===== src/rtl/usi_master_seq_pkg.sv =====
// Shared definitions for the USI master command sequencer.
//   - USI command encodings carried in bus address bits [31:30]
//   - bus addresses of the slaves on the USI bus
//   - error data word returned on a failed request
//   - width of the slave-ready timeout counter
//   - sequencer FSM state type
//   - helper that packs a bus command word
package usi_master_seq_pkg;

    localparam logic [1:0] USI_CMD_IDLE = 2'b00;
    localparam logic [1:0] USI_CMD_WR   = 2'b01;
    localparam logic [1:0] USI_CMD_RD   = 2'b10;

    localparam logic [7:0] USI_ADRS_GPIO  = 8'h01;
    localparam logic [7:0] USI_ADRS_UART  = 8'h02;
    localparam logic [7:0] USI_ADRS_SPI   = 8'h03;
    localparam logic [7:0] USI_ADRS_I2C   = 8'h04;
    localparam logic [7:0] USI_ADRS_TIMER = 8'h05;
    localparam logic [7:0] USI_ADRS_PWM   = 8'h06;
    localparam logic [7:0] USI_ADRS_ADC   = 8'h07;
    localparam logic [7:0] USI_ADRS_FLASH = 8'h08;
    localparam logic [7:0] USI_ADRS_PSRAM = 8'h09;

    localparam logic [31:0] USI_ERR_DATA = 32'hDEAD_BEEF;

    localparam int USI_TMR_W = 10;

    typedef enum logic [2:0] {
        ST_IDLE    = 3'd0,
        ST_WAIT_VD = 3'd1,
        ST_ISSUE   = 3'd2,
        ST_RD_WAIT = 3'd3,
        ST_RESP    = 3'd4
    } usi_state_e;

    // Bus command word: {cmd, 6'b0, bus address, CSR address}.
    function automatic logic [31:0] usi_mk_adrs(input logic [1:0]  cmd,
                                                input logic [7:0]  bus_adrs,
                                                input logic [15:0] csr_adrs);
        return {cmd, 6'b0, bus_adrs, csr_adrs};
    endfunction

endpackage


===== src/rtl/usi_master_seq_if.sv =====
// Signal bundle between the CPU-side requester, the USI master sequencer
// and the USI bus block.
//   Request : iReqVd/oReqRdy handshake, iReqWr, iReqBusAdrs[7:0],
//             iReqCsrAdrs[15:0], iReqWd[31:0]
//   Response: oRspVd pulse, oRspRd[31:0], oRspErr
//   Bus     : oMUsiWd[31:0], oMUsiAdrs[31:0], oMUsiWCke (to bus),
//             iMUsiRd[31:0], iMUsiVd[pBusNum-1:0] (from bus)
// modport master: the sequencer's view; modport slave: the environment's view.
interface usi_master_seq_if #(
    parameter int pBusNum = 1
) ();

    logic                iReqVd;
    logic                oReqRdy;
    logic                iReqWr;
    logic [7:0]          iReqBusAdrs;
    logic [15:0]         iReqCsrAdrs;
    logic [31:0]         iReqWd;
    logic                oRspVd;
    logic [31:0]         oRspRd;
    logic                oRspErr;
    logic [31:0]         oMUsiWd;
    logic [31:0]         oMUsiAdrs;
    logic                oMUsiWCke;
    logic [31:0]         iMUsiRd;
    logic [pBusNum-1:0]  iMUsiVd;

    modport master (
        input  iReqVd, iReqWr, iReqBusAdrs, iReqCsrAdrs, iReqWd, iMUsiRd, iMUsiVd,
        output oReqRdy, oRspVd, oRspRd, oRspErr, oMUsiWd, oMUsiAdrs, oMUsiWCke
    );

    modport slave (
        output iReqVd, iReqWr, iReqBusAdrs, iReqCsrAdrs, iReqWd, iMUsiRd, iMUsiVd,
        input  oReqRdy, oRspVd, oRspRd, oRspErr, oMUsiWd, oMUsiAdrs, oMUsiWCke
    );

endinterface


===== src/rtl/usi_master_seq_vd_timer.sv =====
// Slave-ready watcher for the USI master sequencer.
// Selects the Vd bit of the addressed slave (bus address n -> bit n-1) and
// counts cycles spent waiting for it.
//   clk_i, rst_ni : clock, asynchronous active-low reset
//   clr_i         : restart the wait counter from 0
//   en_i          : sequencer is waiting for the slave
//   bus_adrs_i    : latched target bus address
//   vd_i          : per-slave ready bits from the bus
//   hit_o         : addressed slave is ready this cycle
//   timeout_o     : waited pTimeout cycles and the slave is still not ready
module usi_master_seq_vd_timer
    import usi_master_seq_pkg::*;
#(
    parameter int pBusNum  = 1,
    parameter int pTimeout = 1023
) (
    input  logic               clk_i,
    input  logic               rst_ni,
    input  logic               clr_i,
    input  logic               en_i,
    input  logic [7:0]         bus_adrs_i,
    input  logic [pBusNum-1:0] vd_i,
    output logic               hit_o,
    output logic               timeout_o
);

    localparam logic [USI_TMR_W-1:0] LIMIT = USI_TMR_W'(pTimeout);

    logic [USI_TMR_W-1:0] cnt_q, cnt_d;

    // Compare against every legal address so an out-of-range address can
    // never index past the Vd vector; it simply never hits.
    always_comb begin
        hit_o = 1'b0;
        for (int i = 0; i < pBusNum; i++) begin
            if (bus_adrs_i == 8'(i + 1) && vd_i[i]) begin
                hit_o = 1'b1;
            end
        end
    end

    assign timeout_o = en_i && !hit_o && (cnt_q == LIMIT);

    // Saturates at the limit instead of wrapping.
    always_comb begin
        cnt_d = cnt_q;
        if (clr_i) begin
            cnt_d = '0;
        end else if (en_i && !hit_o && cnt_q != LIMIT) begin
            cnt_d = cnt_q + 1'b1;
        end
    end

    always_ff @(posedge clk_i or negedge rst_ni) begin
        if (!rst_ni) begin
            cnt_q <= '0;
        end else begin
            cnt_q <= cnt_d;
        end
    end

endmodule


===== src/rtl/usi_master_seq.sv =====
// USI master command sequencer.
// Takes one CPU request at a time, waits for the addressed slave's Vd bit,
// issues a single write or read command on the USI master write port and
// returns write completion, read data or an error as a one-cycle pulse.
//   iUsiClk : bus clock
//   iUsiRst : asynchronous reset, active-low
//   bus     : usi_master_seq_if.master (request, response and bus signals)
// Parameters: pBusNum slaves (1..16), pRdLat read latency in cycles (>=1),
// pTimeout maximum cycles to wait for slave Vd (<=1023).
// Every output comes straight from a register.
module usi_master_seq
    import usi_master_seq_pkg::*;
#(
    parameter int pBusNum  = 1,
    parameter int pRdLat   = 3,
    parameter int pTimeout = 1023
) (
    input  logic             iUsiClk,
    input  logic             iUsiRst,
    usi_master_seq_if.master bus
);

    localparam int         pBusWidth = pBusNum - 1;
    localparam logic [7:0] RD_LAST   = 8'(pRdLat);

    usi_state_e  state_q, state_d;

    logic        wr_q, wr_d;
    logic [7:0]  bus_q, bus_d;
    logic [15:0] csr_q, csr_d;
    logic [31:0] wd_q, wd_d;
    logic        bad_q, bad_d;
    logic [7:0]  rd_cnt_q, rd_cnt_d;

    logic        rdy_q, rdy_d;
    logic        rsp_vd_q, rsp_vd_d;
    logic [31:0] rsp_rd_q, rsp_rd_d;
    logic        rsp_err_q, rsp_err_d;
    logic [31:0] m_wd_q, m_wd_d;
    logic [31:0] m_adrs_q, m_adrs_d;
    logic        m_wcke_q, m_wcke_d;

    logic        tmr_clr;
    logic        vd_hit;
    logic        vd_timeout;

    usi_master_seq_vd_timer #(
        .pBusNum  (pBusWidth + 1),
        .pTimeout (pTimeout)
    ) u_vd_timer (
        .clk_i      (iUsiClk),
        .rst_ni     (iUsiRst),
        .clr_i      (tmr_clr),
        .en_i       (state_q == ST_WAIT_VD),
        .bus_adrs_i (bus_q),
        .vd_i       (bus.iMUsiVd),
        .hit_o      (vd_hit),
        .timeout_o  (vd_timeout)
    );

    always_ff @(posedge iUsiClk or negedge iUsiRst) begin
        if (!iUsiRst) begin
            state_q <= ST_IDLE;
        end else begin
            state_q <= state_d;
        end
    end

    // Output registers are loaded on the transition into a state, so each
    // output is valid during the cycle the FSM spends in that state.
    always_comb begin
        state_d   = state_q;
        wr_d      = wr_q;
        bus_d     = bus_q;
        csr_d     = csr_q;
        wd_d      = wd_q;
        bad_d     = bad_q;
        rd_cnt_d  = rd_cnt_q;
        rsp_vd_d  = 1'b0;
        rsp_rd_d  = rsp_rd_q;
        rsp_err_d = rsp_err_q;
        m_wd_d    = m_wd_q;
        m_adrs_d  = m_adrs_q;
        m_wcke_d  = 1'b0;
        tmr_clr   = 1'b0;

        unique case (state_q)
            ST_IDLE: begin
                if (bus.iReqVd && rdy_q) begin
                    wr_d    = bus.iReqWr;
                    bus_d   = bus.iReqBusAdrs;
                    csr_d   = bus.iReqCsrAdrs;
                    wd_d    = bus.iReqWd;
                    // Decoded here but reported from WAIT_VD, so a bad
                    // address answers 2 cycles after accept.
                    bad_d   = (bus.iReqBusAdrs == 8'd0) ||
                              (bus.iReqBusAdrs > 8'(pBusNum));
                    tmr_clr = 1'b1;
                    state_d = ST_WAIT_VD;
                end
            end

            ST_WAIT_VD: begin
                if (bad_q || (!vd_hit && vd_timeout)) begin
                    state_d   = ST_RESP;
                    rsp_vd_d  = 1'b1;
                    rsp_err_d = 1'b1;
                    rsp_rd_d  = USI_ERR_DATA;
                    m_adrs_d  = {USI_CMD_IDLE, m_adrs_q[29:0]};
                end else if (vd_hit) begin
                    state_d  = ST_ISSUE;
                    m_wcke_d = 1'b1;
                    m_adrs_d = usi_mk_adrs(wr_q ? USI_CMD_WR : USI_CMD_RD, bus_q, csr_q);
                    m_wd_d   = wr_q ? wd_q : 32'd0;
                end
            end

            ST_ISSUE: begin
                if (wr_q) begin
                    state_d   = ST_RESP;
                    rsp_vd_d  = 1'b1;
                    rsp_err_d = 1'b0;
                    rsp_rd_d  = 32'd0;
                    m_adrs_d  = {USI_CMD_IDLE, m_adrs_q[29:0]};
                end else begin
                    state_d  = ST_RD_WAIT;
                    rd_cnt_d = 8'd1;
                end
            end

            // Address stays on the bus: the bus read mux selects on it.
            ST_RD_WAIT: begin
                if (rd_cnt_q == RD_LAST) begin
                    state_d   = ST_RESP;
                    rsp_vd_d  = 1'b1;
                    rsp_err_d = 1'b0;
                    rsp_rd_d  = bus.iMUsiRd;
                    m_adrs_d  = {USI_CMD_IDLE, m_adrs_q[29:0]};
                end else begin
                    rd_cnt_d = rd_cnt_q + 8'd1;
                end
            end

            ST_RESP: begin
                state_d = ST_IDLE;
            end

            default: begin
                state_d = ST_IDLE;
            end
        endcase

        rdy_d = (state_d == ST_IDLE);
    end

    always_ff @(posedge iUsiClk or negedge iUsiRst) begin
        if (!iUsiRst) begin
            wr_q      <= 1'b0;
            bus_q     <= '0;
            csr_q     <= '0;
            wd_q      <= '0;
            bad_q     <= 1'b0;
            rd_cnt_q  <= '0;
            rdy_q     <= 1'b0;
            rsp_vd_q  <= 1'b0;
            rsp_rd_q  <= '0;
            rsp_err_q <= 1'b0;
            m_wd_q    <= '0;
            m_adrs_q  <= '0;
            m_wcke_q  <= 1'b0;
        end else begin
            wr_q      <= wr_d;
            bus_q     <= bus_d;
            csr_q     <= csr_d;
            wd_q      <= wd_d;
            bad_q     <= bad_d;
            rd_cnt_q  <= rd_cnt_d;
            rdy_q     <= rdy_d;
            rsp_vd_q  <= rsp_vd_d;
            rsp_rd_q  <= rsp_rd_d;
            rsp_err_q <= rsp_err_d;
            m_wd_q    <= m_wd_d;
            m_adrs_q  <= m_adrs_d;
            m_wcke_q  <= m_wcke_d;
        end
    end

    assign bus.oReqRdy   = rdy_q;
    assign bus.oRspVd    = rsp_vd_q;
    assign bus.oRspRd    = rsp_rd_q;
    assign bus.oRspErr   = rsp_err_q;
    assign bus.oMUsiWd   = m_wd_q;
    assign bus.oMUsiAdrs = m_adrs_q;
    assign bus.oMUsiWCke = m_wcke_q;

endmodule

===== src/flat_wrapper.sv =====
// flat-port wrapper written by rule: the top's interface ports become plain ports
module usi_master_seq_flat import usi_master_seq_pkg::*;
#(
    parameter int pBusNum  = 1,
    parameter int pRdLat   = 3,
    parameter int pTimeout = 1023
)
  (iUsiClk, iUsiRst, bus_iReqVd, bus_iReqWr, bus_iReqBusAdrs, bus_iReqCsrAdrs, bus_iReqWd, bus_iMUsiRd, bus_iMUsiVd, bus_oReqRdy, bus_oRspVd, bus_oRspRd, bus_oRspErr, bus_oMUsiWd, bus_oMUsiAdrs, bus_oMUsiWCke);
  usi_master_seq_if #(.pBusNum(pBusNum)) bus_i ();
  input  logic iUsiClk;
  input  logic iUsiRst;
  input wire logic [$bits(bus_i.iReqVd)-1:0] bus_iReqVd;
  input wire logic [$bits(bus_i.iReqWr)-1:0] bus_iReqWr;
  input wire logic [$bits(bus_i.iReqBusAdrs)-1:0] bus_iReqBusAdrs;
  input wire logic [$bits(bus_i.iReqCsrAdrs)-1:0] bus_iReqCsrAdrs;
  input wire logic [$bits(bus_i.iReqWd)-1:0] bus_iReqWd;
  input wire logic [$bits(bus_i.iMUsiRd)-1:0] bus_iMUsiRd;
  input wire logic [$bits(bus_i.iMUsiVd)-1:0] bus_iMUsiVd;
  output wire logic [$bits(bus_i.oReqRdy)-1:0] bus_oReqRdy;
  output wire logic [$bits(bus_i.oRspVd)-1:0] bus_oRspVd;
  output wire logic [$bits(bus_i.oRspRd)-1:0] bus_oRspRd;
  output wire logic [$bits(bus_i.oRspErr)-1:0] bus_oRspErr;
  output wire logic [$bits(bus_i.oMUsiWd)-1:0] bus_oMUsiWd;
  output wire logic [$bits(bus_i.oMUsiAdrs)-1:0] bus_oMUsiAdrs;
  output wire logic [$bits(bus_i.oMUsiWCke)-1:0] bus_oMUsiWCke;
  assign bus_i.iReqVd = bus_iReqVd;
  assign bus_i.iReqWr = bus_iReqWr;
  assign bus_i.iReqBusAdrs = bus_iReqBusAdrs;
  assign bus_i.iReqCsrAdrs = bus_iReqCsrAdrs;
  assign bus_i.iReqWd = bus_iReqWd;
  assign bus_i.iMUsiRd = bus_iMUsiRd;
  assign bus_i.iMUsiVd = bus_iMUsiVd;
  assign bus_oReqRdy = bus_i.oReqRdy;
  assign bus_oRspVd = bus_i.oRspVd;
  assign bus_oRspRd = bus_i.oRspRd;
  assign bus_oRspErr = bus_i.oRspErr;
  assign bus_oMUsiWd = bus_i.oMUsiWd;
  assign bus_oMUsiAdrs = bus_i.oMUsiAdrs;
  assign bus_oMUsiWCke = bus_i.oMUsiWCke;
  usi_master_seq #(.pBusNum(pBusNum), .pRdLat(pRdLat), .pTimeout(pTimeout)) u_core (.iUsiClk(iUsiClk), .iUsiRst(iUsiRst), .bus(bus_i));
endmodule

===== config.mk =====
export PLATFORM = sky130hd
export DESIGN_NAME = usi_master_seq_flat
export DESIGN_NICKNAME = d
export VERILOG_FILES = /design/src/rtl/usi_master_seq_pkg.sv /design/src/rtl/usi_master_seq_if.sv /design/src/rtl/usi_master_seq_vd_timer.sv /design/src/rtl/usi_master_seq.sv /design/src/flat_wrapper.sv
export SDC_FILE = /design/constraint.sdc
export NUM_CORES = 1
export LEC_CHECK = 0
export BUFFER_PORTS_ARGS = -buffer_cell sky130_fd_sc_hd__buf_2
export CAP_MARGIN = 25
export CORE_MARGIN = 2
export CORE_UTILIZATION = 45
export DETAILED_ROUTE_END_ITERATION = 10
export PLACE_DENSITY_LB_ADDON = 0.2
export SETUP_SLACK_MARGIN = 0.1
export SLEW_MARGIN = 20
export SYNTH_ARGS = -nofsm -noshare
export SYNTH_HDL_FRONTEND = slang
export SYNTH_SLANG_ARGS = --single-unit

===== constraint.sdc =====
create_clock -name iUsiClk -period 4.4 [get_ports iUsiClk]
set_input_delay 0.88 -clock iUsiClk [delete_from_list [all_inputs] [get_ports iUsiClk]]
set_output_delay 0.88 -clock iUsiClk [all_outputs]
set_load 0.01 [all_outputs]

==> After elaboration in Yosys (flattened, before gate mapping) <==
Index checks and enable logic that the tools add are counted.
{ "word_totals": {"wordCells": 92, "reg_bits": 179} }
{ "op_classes": {"n_mux": 36, "bitwise": 3, "n_eq_ne": 13, "addsub": 2, "n_reduce_logical": 21, "order_cmp": 1} }
{ "op_table": {"columns": ["op", "n"], "rows": [
  ["$mux 32", 8],
  ["$pmux 32 s3", 2],
  ["$mux 10", 2],
  ["$mux 8", 2],
  ["$pmux 8 s2", 1],
  ["$mux 3", 5],
  ["$mux 1", 12],
  ["$pmux 3 s4", 1],
  ["$add 10x1->10 const B", 1],
  ["$eq 10x10->1 const B", 1],
  ["$ne 10x10->1 const B", 1],
  ["$add 8x1->8 const B", 1],
  ["$eq 8x1->1 const B", 1],
  ["$eq 8x2->1 const B", 1],
  ["$gt 8x1->1 const B", 1],
  ["$logic_not 8->1", 1],
  ["$reduce_and 4->1", 2],
  ["$eq 3x2->1 const B", 2],
  ["$logic_and 1x1->1", 6],
  ["$logic_not 3->1", 2],
  ["$ne 2x1->1 const B", 3],
  ["$pmux 1 s3", 2],
  ["$reduce_and 3->1", 2],
  ["$reduce_and 5->1", 1],
  ["other kinds (10)", 15]
]} }

==> Longest topological paths before layout <==
Gate-level depths: netlist of run 1.
{ "logic_depth": {"depth_word": 11, "mapped_depth": 7, "ltp_nobuf": 5} }

==> Hierarchy <==
From an unflattened synthesis of run 1, not the netlist that was laid out.
{ "hier_totals": {"cells_unflattened": 599, "hier_area_um2": 7181.9} }
{ "modules_own_cells": {"columns": ["mod", "n_inst", "cells_each", "seq_area_each_um2", "area_each_um2"], "rows": [
  ["usi_master_seq", 1, 532, 4078.9, 6547.5],
  ["usi_master_seq_vd_timer", 1, 67, 250.2, 634.4]
]} }

==> Least setup slack after synthesis of run 1 <==
OpenSTA, ideal clock, no wires.
{ "synth_path": {"kind": "input port to flip-flop", "start": "in bus_iMUsiVd", "end": "reg u_core.u_vd_timer.cnt_q[6]", "stages": 4, "t_required_ns": 4.322, "n_path_buf": 0, "path_slack_ns": 2.353, "setup_time_ns": 0.078, "arrival_ns": 1.969, "path_cell_list": "or4b_4 > o31a_1 > a31o_1 > a21oi_1"} }
{ "synth_via": {"elab_chain_len": 6} }
{ "synth_rtl": {"columns": ["element", "line_no", "text"], "rows": [
  ["start: declaration", "flat_wrapper.sv:18", "input wire logic [$bits(bus_i.iMUsiVd)-1:0] bus_iMUsiVd;"],
  ["$logic_and 1x1->1", "usi_master_seq_vd_timer.sv:36", "if (bus_adrs_i == 8'(i + 1) && vd_i[i]) begin"],
  ["$mux 1", "usi_master_seq_vd_timer.sv:36", null],
  ["$logic_not 1->1", "usi_master_seq_vd_timer.sv:49", "end else if (en_i && !hit_o && cnt_q != LIMIT) begin"],
  ["$logic_and 1x1->1 (2 in series)", "usi_master_seq_vd_timer.sv:49", null],
  ["$reduce_bool 2->1 (no source line)", null, null],
  ["end signal: assignment", "usi_master_seq_vd_timer.sv:58", "cnt_q <= cnt_d;"],
  ["end: declaration", "usi_master_seq_vd_timer.sv:29", "logic [USI_TMR_W-1:0] cnt_q, cnt_d;"]
]} }
Every way passes these cells.
A chain may end at the register's enable or synchronous reset.

==> Worst setup path after layout of run 1 <==
{ "layout_path": {"start": "reg u_core.state_q[0]", "end": "reg u_core.m_adrs_q[30], in the netlist u_core.bus.oMUsiAdrs[30]"} }
{ "layout_via": {"elab_chain_len": 7} }
{ "layout_rtl": {"columns": ["element", "line_no", "text"], "rows": [
  ["start: declaration", "usi_master_seq.sv:26", "usi_state_e state_q, state_d;"],
  ["start signal: assignment", "usi_master_seq.sv:65", "state_q <= state_d;"],
  ["$eq 3x1->1", "usi_master_seq.sv:54, usi_master_seq.sv:87", null],
  ["$logic_and 1x1->1 (2 in series)", "usi_master_seq_vd_timer.sv:42", "assign timeout_o = en_i && !hit_o && (cnt_q == LIMIT);"],
  ["$logic_and 1x1->1", "usi_master_seq.sv:104", "if (bad_q || (!vd_hit && vd_timeout)) begin"],
  ["$logic_or 1x1->1", "usi_master_seq.sv:104", null],
  ["$ne 3x1->1 (no source line) or $mux 32 (tied branches)", null, null],
  ["$reduce_and 4->1 (no source line) or $pmux 32 s3 (tied branches)", null, null],
  ["end signal: assignment", "usi_master_seq.sv:183", "m_adrs_q <= m_adrs_d;"],
  ["end: declaration", "usi_master_seq.sv:40", "logic [31:0] m_adrs_q, m_adrs_d;"]
]} }
Parallel ways exist; a longest one is shown, timed or not. The select of a mux whose other input is x is not followed.

==> out/qor.csv, run 1 <==
stage,metric,value,unit
run_status,status,finished clean,
yosys,avgSynthCellArea,9.95,sq um
yosys,synthDistinctLibCells,60,
setup_path,r2r_cells,5,
cells_and_area,final_area,8820,sq um
placement,place_inst,1086,
placement,portBuffers,186,
cts,path_clk_slew,0.07,ns
die,ioPinCount,193,
pwr,p_leak,4.73,nW
sta,slew_headroom,34.8,%
routing,drc,0,
sta,tns,0,ns
cells_and_area,area_delta_synth_final,23.0,%
cells_and_area,final_cells,1119,
placement,pre_cts_slack,1.70,ns
yosys,syn-cell-area,7170,sq um
job,maxCapViolations,0,
setup_path,crit_buf_inv,1,
setup_path,critPathArrivalTime,2.94,ns
setup_path,worst-path-stages,5,
cts,ctsRootBufferMaster,clkbuf_16,
setup_path,reg2reg_slack,1.77,ns
worst_hold_path,hold_start,u_core.csr_q[11],
die,die_w,130,um
setup_path,startpoint_type,register,
cells_and_area,utilization,56.1,%
setup_path,critical-path-slowest-cell,dfrtp_1,
cts,cts_tree,done,
cts,post_cts_resized,0,
yosys,yosysTopAreaCellShare,60.4,%
sta,final_max_slew_viol_count,0,
cts,cts_inserted_buffers,17,
placement,routabilityCongestion,0.787,
cts,clock_sinks,173,
yosys,synth_top_area_cell,dfrtp_1,
sta,fin_ws,1.77,ns
yosys,synth_edf_count,0,
yosys,yosysWarnings,0,
cts,clk_latency,0.43,ns
setup_path,crit_path_max_fanout,92,
cts,cts_buffer_depth,2,
pwr,total_power,4.65,mW
global_route,grt_max_degree,93,
cts,cts_setup_buffers,0,
setup_path,end_kind,register,
sta,fin_crit,2.63,ns
setup_path,r2r-start,u_core.state_q[0],
placement,dp_hpwl,10.4,mm
routing,via_per_inst,4.89,
routing,vias,5471,
sta,setup_viol,0,
setup_path,worstSetupPathType,register to register,
sta,fin_hold_ws,0.468,ns
worst_hold_path,min_path_type,register to register,
routing,drtIter0Drc,297,
yosys,ys.flop_type,dfrtp_1,
yosys,synthArstFlopShare,100,%
setup_path,slowest_delay,0.98,ns
sta,skew,0.0117,ns
sta,rsz0062_at_grt,false,
global_route,grt-ovfl-total,0,
setup_path,startpoint,u_core.state_q[0],
setup_path,reg2reg_to,u_core.bus.oMUsiAdrs[30],
sta,worst_pin_slew,0.978,ns
routing,antenna_left,0,
global_route,grt.total_usage,19.2,%
worst_hold_path,hold_end,u_core.csr_q[11],
die,die_y,130,um
global_route,antenna_found_initial,1,
global_route,grt_pass1_wl,25.3,mm
global_route,grt_pass1_vias,5165,
placement,placed_cell_area,8240,sq um
yosys,seq_area_frac_synth,60.4,%
setup_path,crit_required,4.71,ns
yosys,synth.area.top_cells,"dfrtp_1 (60%), nand2_1 (13%), mux2_1 (2.5%)",
worst_hold_path,min_path_cells,2,
cells_and_area,drive_gt1_share,27.1,%
die,core_region_area,15700,sq um
sta,fin_crit_sh,59.7,%
pwr,max-vdd-ir-drop,0.325,mV
sta,max_freq,0.380,GHz
setup_path,crit_family,flip-flops,
routing,firstDrtPassIters,4,
cts,h-tree-depth,4,
yosys,synthesis.instances,720,
setup_path,crit_chain,"nor3b_4, nand4_1, buf_4, and3_1, a22o_1",
sta,finalHoldViolCount,0,
die,start_util,45.6,%
die,std_cell_rows,46,
yosys,ys_ff_latch,173,
die,dieArea,17000,sq um
cts,ctsHoldBuffers,0,
cells_and_area,nets,984,
pwr,powerDensity,527,nW/um^2
routing,drt_wl_total,15.8,mm
routing,wl_per_cell,14.1,um
## final cells by class
class	count	area, sq um
Timing Repair Buffer	196	1020
Inverter	29	109
Tap cell	216	270
Antenna cell	1	2.50
Fill cell	1435	6900
Multi-Input combinational cell	472	2500
Sequential cell	173	4330
Clock buffer	20	467
Clock inverter	12	111
## synth_stat cells, drive strengths merged, types with 4 or more instances
cell type  count
a21oi         33
a31oi         28
a32o           8
and2           8
and3           8
buf           26
clkbuf        25
dfrtp        173
inv           29
mux2          18
mux2i          5
nand2        246
nand3          8
nand4          4
nor2          10
nor3           5
o21ai         35
o31ai          5
## placed cells by master (no fill, tap or decap), types with 3 or more instances in the layout
cell          n
nand4_1       4
dfrtp_1     173
clkinv_2      3
clkbuf_8      3
nor2_1        9
nand2_1     246
nand3_1       8
conb_1        6
buf_2       185
o21ai_0      35
clkinv_4      3
a21oi_1      32
clkinvlp_4    3
clkbuf_16    17
nor2b_1       3
or3_1         3
mux2_1       16
a31oi_1      27
and2_1        8
inv_1        29
nor3_1        5
mux2i_1       5
a32o_1        8
buf_4         9
and3_1        7
o31ai_1       4
## power by group
group	switching [mW]	leakage [nW]	internal, mW
Sequential	0.242	2.19	1.94
Clock	0.629	0.279	0.827
Combinational	0.632	2.26	0.378
## how the worst max path moves through the flow
stage / end
floorplan: u_core.u_vd_timer.cnt_q[6]
global placement: u_core.bus.oRspRd[23]
detailed placement: u_core.bus.oRspRd[16]
CTS: u_core.bus.oMUsiAdrs[30]
global route: u_core.bus.oRspRd[13]
finish: u_core.bus.oMUsiAdrs[30]
## layer usage
layer / up-vias / track usage, % / part of all wire (%)
met4: 0 / 6.45 / 1.5
met1: 2543 / 26.2 / 47
li1: 2726 / - / -
met3: 15 / 6.68 / 8.3
met5: - / 0 / 0
met2: 187 / 28.7 / 44
## worst reg2reg max path, delay by kind of cell (launching register included)
kind	cells	cell delay, ns
flip-flops	1	0.98
AND/OR/NAND/NOR	3	0.94
AO/OA/AOI/OAI	1	0.19
buffers and inverters	1	0.40
## logic make-up (layout without fill, tap and decap cells)
logic type                 after synthesis  in the layout  synth area share [%]
and+or+nand+nor                        320            320                  19.9
DFF                                    173            173                  60.4
AOI/OAI and AO/OA                      119            119                  10.4
buffers and inverters                   80            257                  5.15
muxes                                   23             23                  3.53
adders and majority gates                2              2                 0.349
xor gates and xnor gates                 2              2                 0.244
other                                    1              7                0.0523
## flip-flops by register name, summed over array words and instances, names as in the netlist
signal,cells
u_core.bus.oRspVd,1
u_core.bus.oRspRd,32
u_core.bad_q,1
u_core.bus.oReqRdy,1
u_core.state_q,3
u_core.rd_cnt_q,8
u_core.wd_q,32
u_core.u_vd_timer.cnt_q,10
u_core.bus.oRspErr,1
u_core.bus.oMUsiAdrs,26
u_core.bus_q,8
u_core.wr_q,1
u_core.bus.oMUsiWd,32
u_core.csr_q,16
u_core.bus.oMUsiWCke,1
Note: power is estimated with default switching activity, not from simulation.
==> run 2: changes to the inputs <==
==> constraint.sdc (replaced) <==
create_clock -name iUsiClk -period 2.6 [get_ports iUsiClk]
set_input_delay 0.52 -clock iUsiClk [delete_from_list [all_inputs] [get_ports iUsiClk]]
set_output_delay 0.52 -clock iUsiClk [all_outputs]
set_load 0.01 [all_outputs]
==> out/qor.csv, run 2 (synthesized netlist as in run 1, its figures left out) <==
stage,metric,value,unit,change
cts,post_cts_resized,0,,unchanged
die,ioPinCount,193,,unchanged
setup_path,crit_buf_inv,1,,unchanged
routing,antenna_left,0,,unchanged
die,die_w,130,um,unchanged
placement,routabilityCongestion,0.780,,-0.90%
sta,fin_crit,2.18,ns,-0.450 ns
sta,tns,0,ns,unchanged
sta,max_freq,0.459,GHz,+21%
setup_path,crit_required,2.89,ns,-1.82 ns
global_route,grtUsageMet1,27.5,%,+1.4 points
setup_path,critPathArrivalTime,2.47,ns,-0.47 ns
cts,path_clk_slew,0.06,ns,about the same
setup_path,reg2reg_slack,0.42,ns,-1.35 ns
pwr,powerDensity,916,nW/um^2,+74%
die,std_cell_rows,46,,unchanged
sta,skew,0.00880,ns,-0.00288 ns
cts,h-tree-depth,4,,unchanged
cells_and_area,final_cell_mix,"nand2_1 (246), buf_2 (185), dfrtp_1 (173)",,
sta,worst_pin_slew,0.708,ns,-0.270 ns
cells_and_area,num-fill-cells,1411,,-1.7%
setup_path,end_kind,register,,
setup_path,startpoint_type,register,,
routing,vias,5529,,+1.1%
cts,cts_buffer_depth,2,,unchanged
die,start_util,45.6,%,unchanged
setup_path,crit_path_max_fanout,27,,-71%
sta,setup_viol,0,,unchanged
global_route,grt-ovfl-total,0,,unchanged
setup_path,critical-path-slowest-cell,nor3b_1,,
setup_path,r2r_cells,6,,+1
global_route,met3_usage,6.52,%,-0.16 points
sta,fin_crit_sh,83.8,%,+24 points
setup_path,reg2reg_to,u_core.bus.oRspRd[9],,
die,dieArea,17000,sq um,unchanged
cts,ctsHoldBuffers,0,,unchanged
cells_and_area,drive_gt1_share,27.3,%,+0.29 points
routing,drt_wl_total,16.1,mm,+1.8%
routing,firstDrtPassIters,4,,unchanged
cts,cts_tree,done,,
routing,wl_per_cell,14.3,um,+1.4%
die,core_region_area,15700,sq um,unchanged
placement,portBuffers,186,,unchanged
setup_path,slowest_delay,0.51,ns,-0.47 ns
cts,clock_sinks,173,,unchanged
cells_and_area,nets,990,,+0.61%
setup_path,crit_path_end,u_core.bus.oRspRd[9],,
setup_path,startpoint,u_core.rd_cnt_q[0],,
cells_and_area,layout_commonest_cell,nand2_1,,
placement,dp_hpwl,10.6,mm,+2.3%
global_route,grtUsageMet2,28.9,%,+0.22 points
cts,clk_latency,0.42,ns,about the same
cts,ctsRootBufferMaster,clkbuf_16,,
global_route,grt_max_degree,93,,unchanged
run_status,status,finished clean,,
sta,final_max_slew_viol_count,0,,unchanged
job,maxCapViolations,0,,unchanged
routing,drc,0,,unchanged
setup_path,worstSetupPathType,register to register,,
setup_path,crit_family,compound AO/OA/AOI/OAI gates,,
global_route,grt_pass1_vias,5177,,+0.23%
global_route,antenna_found_initial,1,,unchanged
cts,cts_inserted_buffers,17,,unchanged
sta,rsz0062_at_grt,false,,
cells_and_area,area_delta_synth_final,25.4,%,
sta,finalHoldViolCount,0,,unchanged
global_route,grt.total_usage,19.6,%,+0.41 points
cts,cts_setup_buffers,0,,unchanged
pwr,p_leak,4.81,nW,+1.7%
sta,slew_headroom,52.6,%,+18 points
pwr,max-vdd-ir-drop,0.480,mV,+48%
die,die_y,130,um,unchanged
setup_path,r2r-start,u_core.rd_cnt_q[0],,
global_route,grt-busiest-layer,met2,,
global_route,grt_pass1_wl,26.0,mm,+2.6%
routing,via_per_inst,4.92,,+0.70%
setup_path,worst-path-stages,6,,+1
sta,fin_hold_ws,0.0699,ns,-0.398 ns
cells_and_area,diodes,0,,-1
setup_path,crit_chain,"ha_1, nor3b_1, a31oi_4, buf_4, a21oi_1, a31oi_1",,
routing,drtIter0Drc,272,,-8.4%
worst_hold_path,min_path_type,input port to asynchronous set/reset pin,,
## run 2: changes by cell type in the layout (fill, tap and decap cells not counted), moves of 2 or more
cell and delta:
buf_12 +5, clkinv_2 -2, clkinv_4 -2, bufinv_16 +3
## run 2: worst min-delay path by stage
stage	slack, ns	endpoint	cells past startpoint
after CTS	0.07	u_core.bus.oMUsiWd[20]	1
final	0.07	u_core.bus.oMUsiWd[23]	1
after global routing	0.08	u_core.bus.oMUsiWd[16]	1
after detailed placement	0.46	u_core.csr_q[7]	2
after global placement	0.45	u_core.bus.oMUsiAdrs[16]	1
after floorplan	0.22	u_core.bad_q	0
## run 2: worst reg2reg max path, stage by stage, from the launching register on
cell	delay (ns)
dfrtp_1	0.39
ha_1	0.23
nor3b_1	0.51
a31oi_4	0.37
buf_4	0.34
a21oi_1	0.16
a31oi_1	0.06
## run 2: area by class of cell
| class | instances | area, sq um | share of cell area [%] |
|---|---|---|---|
| sequential | 173 | 4330 | 48.2 |
| multi-input combinational | 472 | 2500 | 27.9 |
| timing repair buffer | 202 | 1130 | 12.6 |
| clock buffer | 22 | 484 | 5.39 |
| tap | 216 | 270 | 3.01 |
| clock inverter | 9 | 158 | 1.75 |
| inverter | 29 | 109 | 1.21 |
## run 2: layer usage
| metal | part of all wire (%) | up-vias |
|---|---|---|
| met5 | 0.044 | - |
| met4 | 0.94 | 2 |
| met3 | 7.0 | 13 |
| met2 | 45 | 163 |
| met1 | 47 | 2613 |
| li1 | - | 2738 |
## run 2: report_power, final
group | internal (mW) | total (mW) | switching [mW]
clock network | 1.71 | 2.74 | 1.03
logic | 0.696 | 1.84 | 1.14
registers | 3.29 | 3.65 | 0.364
## run 2: through the flow
stage / instance area, sq um / total power, mW / util [%] / cells / setup WS (ns)
6_report: 8990 / 8.23 / 57.2 / 1123 / 0.422
4_1_cts: 8990 / 8.33 / 57.2 / 1123 / 0.432
3_5_place_dp: 8340 / 5.57 / 53.1 / 1092 / 0.460
5_1_grt: 8990 / 8.77 / 57.2 / 1123 / 0.192
3_3_place_gp: 8340 / 5.51 / 53.1 / 1092 / 0.491
2_1_floorplan: 7190 / 4.87 / - / 725 / 0.797
==> run 3: changes to the inputs <==
==> constraint.sdc (replaced) <==
create_clock -name iUsiClk -period 2.2 [get_ports iUsiClk]
set_input_delay 0.44 -clock iUsiClk [delete_from_list [all_inputs] [get_ports iUsiClk]]
set_output_delay 0.44 -clock iUsiClk [all_outputs]
set_load 0.01 [all_outputs]
==> out/qor.csv, run 3 (synthesized netlist as in run 1, its figures left out) <==
stage,metric,value,unit,change
pwr,powerDensity,1060,nW/um^2,+16%
placement,portBuffers,186,,unchanged
routing,wl_per_cell,14.2,um,-1.0%
placement,routabilityCongestion,0.768,,-1.5%
setup_path,critPathArrivalTime,2.22,ns,-0.25 ns
pwr,max-vdd-ir-drop,0.554,mV,+15%
routing,antenna_left,0,,unchanged
cells_and_area,layout_commonest_cell,nand2_1,,
pwr,p_sw_share,32.3,%,+1.5 points
global_route,grt_pass1_wl,25.4,mm,-2.3%
global_route,grt-ovfl-total,0,,unchanged
setup_path,end_kind,register,,
cells_and_area,diodes,0,,unchanged
die,die_w,130,um,unchanged
pwr,total_power,9.47,mW,+15%
cells_and_area,area_delta_synth_final,24.6,%,
global_route,grt_pass1_vias,5130,,-0.91%
cts,h-tree-depth,4,,unchanged
cells_and_area,drive_gt1_share,27.5,%,+0.14 points
sta,fin_crit,1.87,ns,-0.307 ns
cts,cts_tree,done,,
global_route,grt.total_usage,19.2,%,-0.40 points
cells_and_area,nets,988,,-0.20%
sta,slew_headroom,64.4,%,+12 points
routing,via_per_inst,4.91,,-0.18%
worst_hold_path,min_path_type,input port to register,,
sta,rsz0062_at_grt,false,,
pwr,power.internal,6.42,mW,+13%
routing,drc,0,,unchanged
sta,final_max_slew_viol_count,0,,unchanged
cts,clock_sinks,173,,unchanged
setup_path,crit_path_max_fanout,8,,-70%
routing,drtIter0Drc,235,,-14%
die,std_cell_rows,46,,unchanged
die,core_region_area,15700,sq um,unchanged
global_route,grt_max_degree,67,,-28%
pwr,p_comb_share,22.5,%,+0.2 points
cells_and_area,final_cell_mix,"nand2_1 (246), buf_2 (185), dfrtp_1 (172)",,
job,maxCapViolations,0,,unchanged
pwr,p_clk_share,31.7,%,-1.6 points
die,start_util,45.6,%,unchanged
sta,finalHoldViolCount,0,,unchanged
placement,placed_cell_area,8320,sq um,-0.27%
sta,fin_crit_sh,85.0,%,+1.3 points
routing,firstDrtPassIters,4,,unchanged
sta,tns,0,ns,unchanged
cells_and_area,final_area,8930,sq um,-0.60%
sta,skew,0.0101,ns,+0.00131 ns
die,die_y,130,um,unchanged
routing,drt_wl_total,15.9,mm,-1.1%
sta,setup_viol,0,,unchanged
global_route,antenna_found_initial,0,,-1
die,ioPinCount,193,,unchanged
sta,fin_ws,0.329,ns,-0.0925 ns
pwr,p_leak,4.78,nW,-0.55%
pwr,p_sw,3.05,mW,+21%
cts,clk_latency,0.42,ns,about the same
placement,pre_cts_slack,0.180,ns,-0.280 ns
sta,worst_pin_slew,0.528,ns,-0.180 ns
sta,max_freq,0.535,GHz,+16%
run_status,status,finished clean,,
die,dieArea,17000,sq um,unchanged
setup_path,crit_required,2.54,ns,-0.35 ns
setup_path,worstSetupPathType,register to register,,
cts,path_clk_slew,0.07,ns,about the same
cts,cts_buffer_depth,2,,unchanged
placement,dp_hpwl,10.5,mm,-0.68%
pwr,pwr-share-seq,45.8,%,+1.4 points
cts,ctsRootBufferMaster,clkbuf_16,,
setup_path,startpoint_type,register,,
routing,vias,5514,,-0.27%
cts,cts_inserted_buffers,17,,unchanged
-- run 3: final cells by class --
cell class | count | area, sq um
Clock buffer | 18 | 439
Clock inverter | 14 | 155
Fill cell | 1450 | 6780
Inverter | 29 | 109
Multi-Input combinational cell | 472 | 2510
Sequential cell | 173 | 4330
Tap cell | 216 | 270
Timing Repair Buffer | 200 | 1120
-- run 3: worst max-delay path: stages, from the launching register on --
cell     delay (ns)
dfrtp_1        0.42
ha_1           0.27
and3_1         0.23
and3_4         0.23
or4_1          0.50
a21oi_1        0.16
-- run 3: power by group through the flow --
stage	sequential [mW]	clock [mW]	combinational, mW
CTS	4.34	3.09	2.18
global route	4.44	3.22	2.46
finish	4.34	3.00	2.13
detailed placement	4.40	0	2.16
global placement	4.37	0	2.12
floorplan	4.33	0	1.43
-- run 3: worst paths after layout --
check / start / slack (ns) / cells past startpoint / endpoint
max: u_core.u_vd_timer.cnt_q[0] / 0.33 / 5 / u_core.u_vd_timer.cnt_q[8]
min: bus_iReqCsrAdrs[8] / 0.20 / 3 / u_core.csr_q[8]
max reg2reg: u_core.u_vd_timer.cnt_q[0] / 0.33 / 5 / u_core.u_vd_timer.cnt_q[8]
min reg2reg: u_core.bus.oMUsiAdrs[16] / 0.46 / 1 / u_core.bus.oMUsiAdrs[16]
max in group asynchronous: iUsiRst / 1.12 / 3 / u_core.bus.oRspRd[22]
min in group asynchronous: iUsiRst / 0.46 / 2 / u_core.bus.oRspRd[21]
-- run 3: metrics by stage --
stage | util, % | cells | hold WS [ns]
after global placement | 53.0 | 1089 | 0.338
final | 56.8 | 1122 | 0.200
after detailed placement | 53.0 | 1089 | 0.338
after global routing | 56.8 | 1122 | 0.195
after floorplan | - | 725 | 0.144
after CTS | 56.8 | 1122 | 0.184
-- run 3: what timing repair did --
| item | CTS | global route |
|---|---|---|
| endpoints found under the hold margin | 26 | 0 |
| hold buffers | 1 | 0 |
| gates resized for setup | 0 | 2 |
| buffers inserted | 0 | 0 |
| setup endpoints to repair | 0 | 5 |
-- run 3: layer usage --
metal / vias up / track usage [%] / share of wire [%]
met5: - / 0 / 0
met4: 0 / 7.78 / 1.7
met3: 20 / 5.90 / 8.6
met2: 189 / 28.9 / 45
met1: 2562 / 26.0 / 45
li1: 2743 / - / -
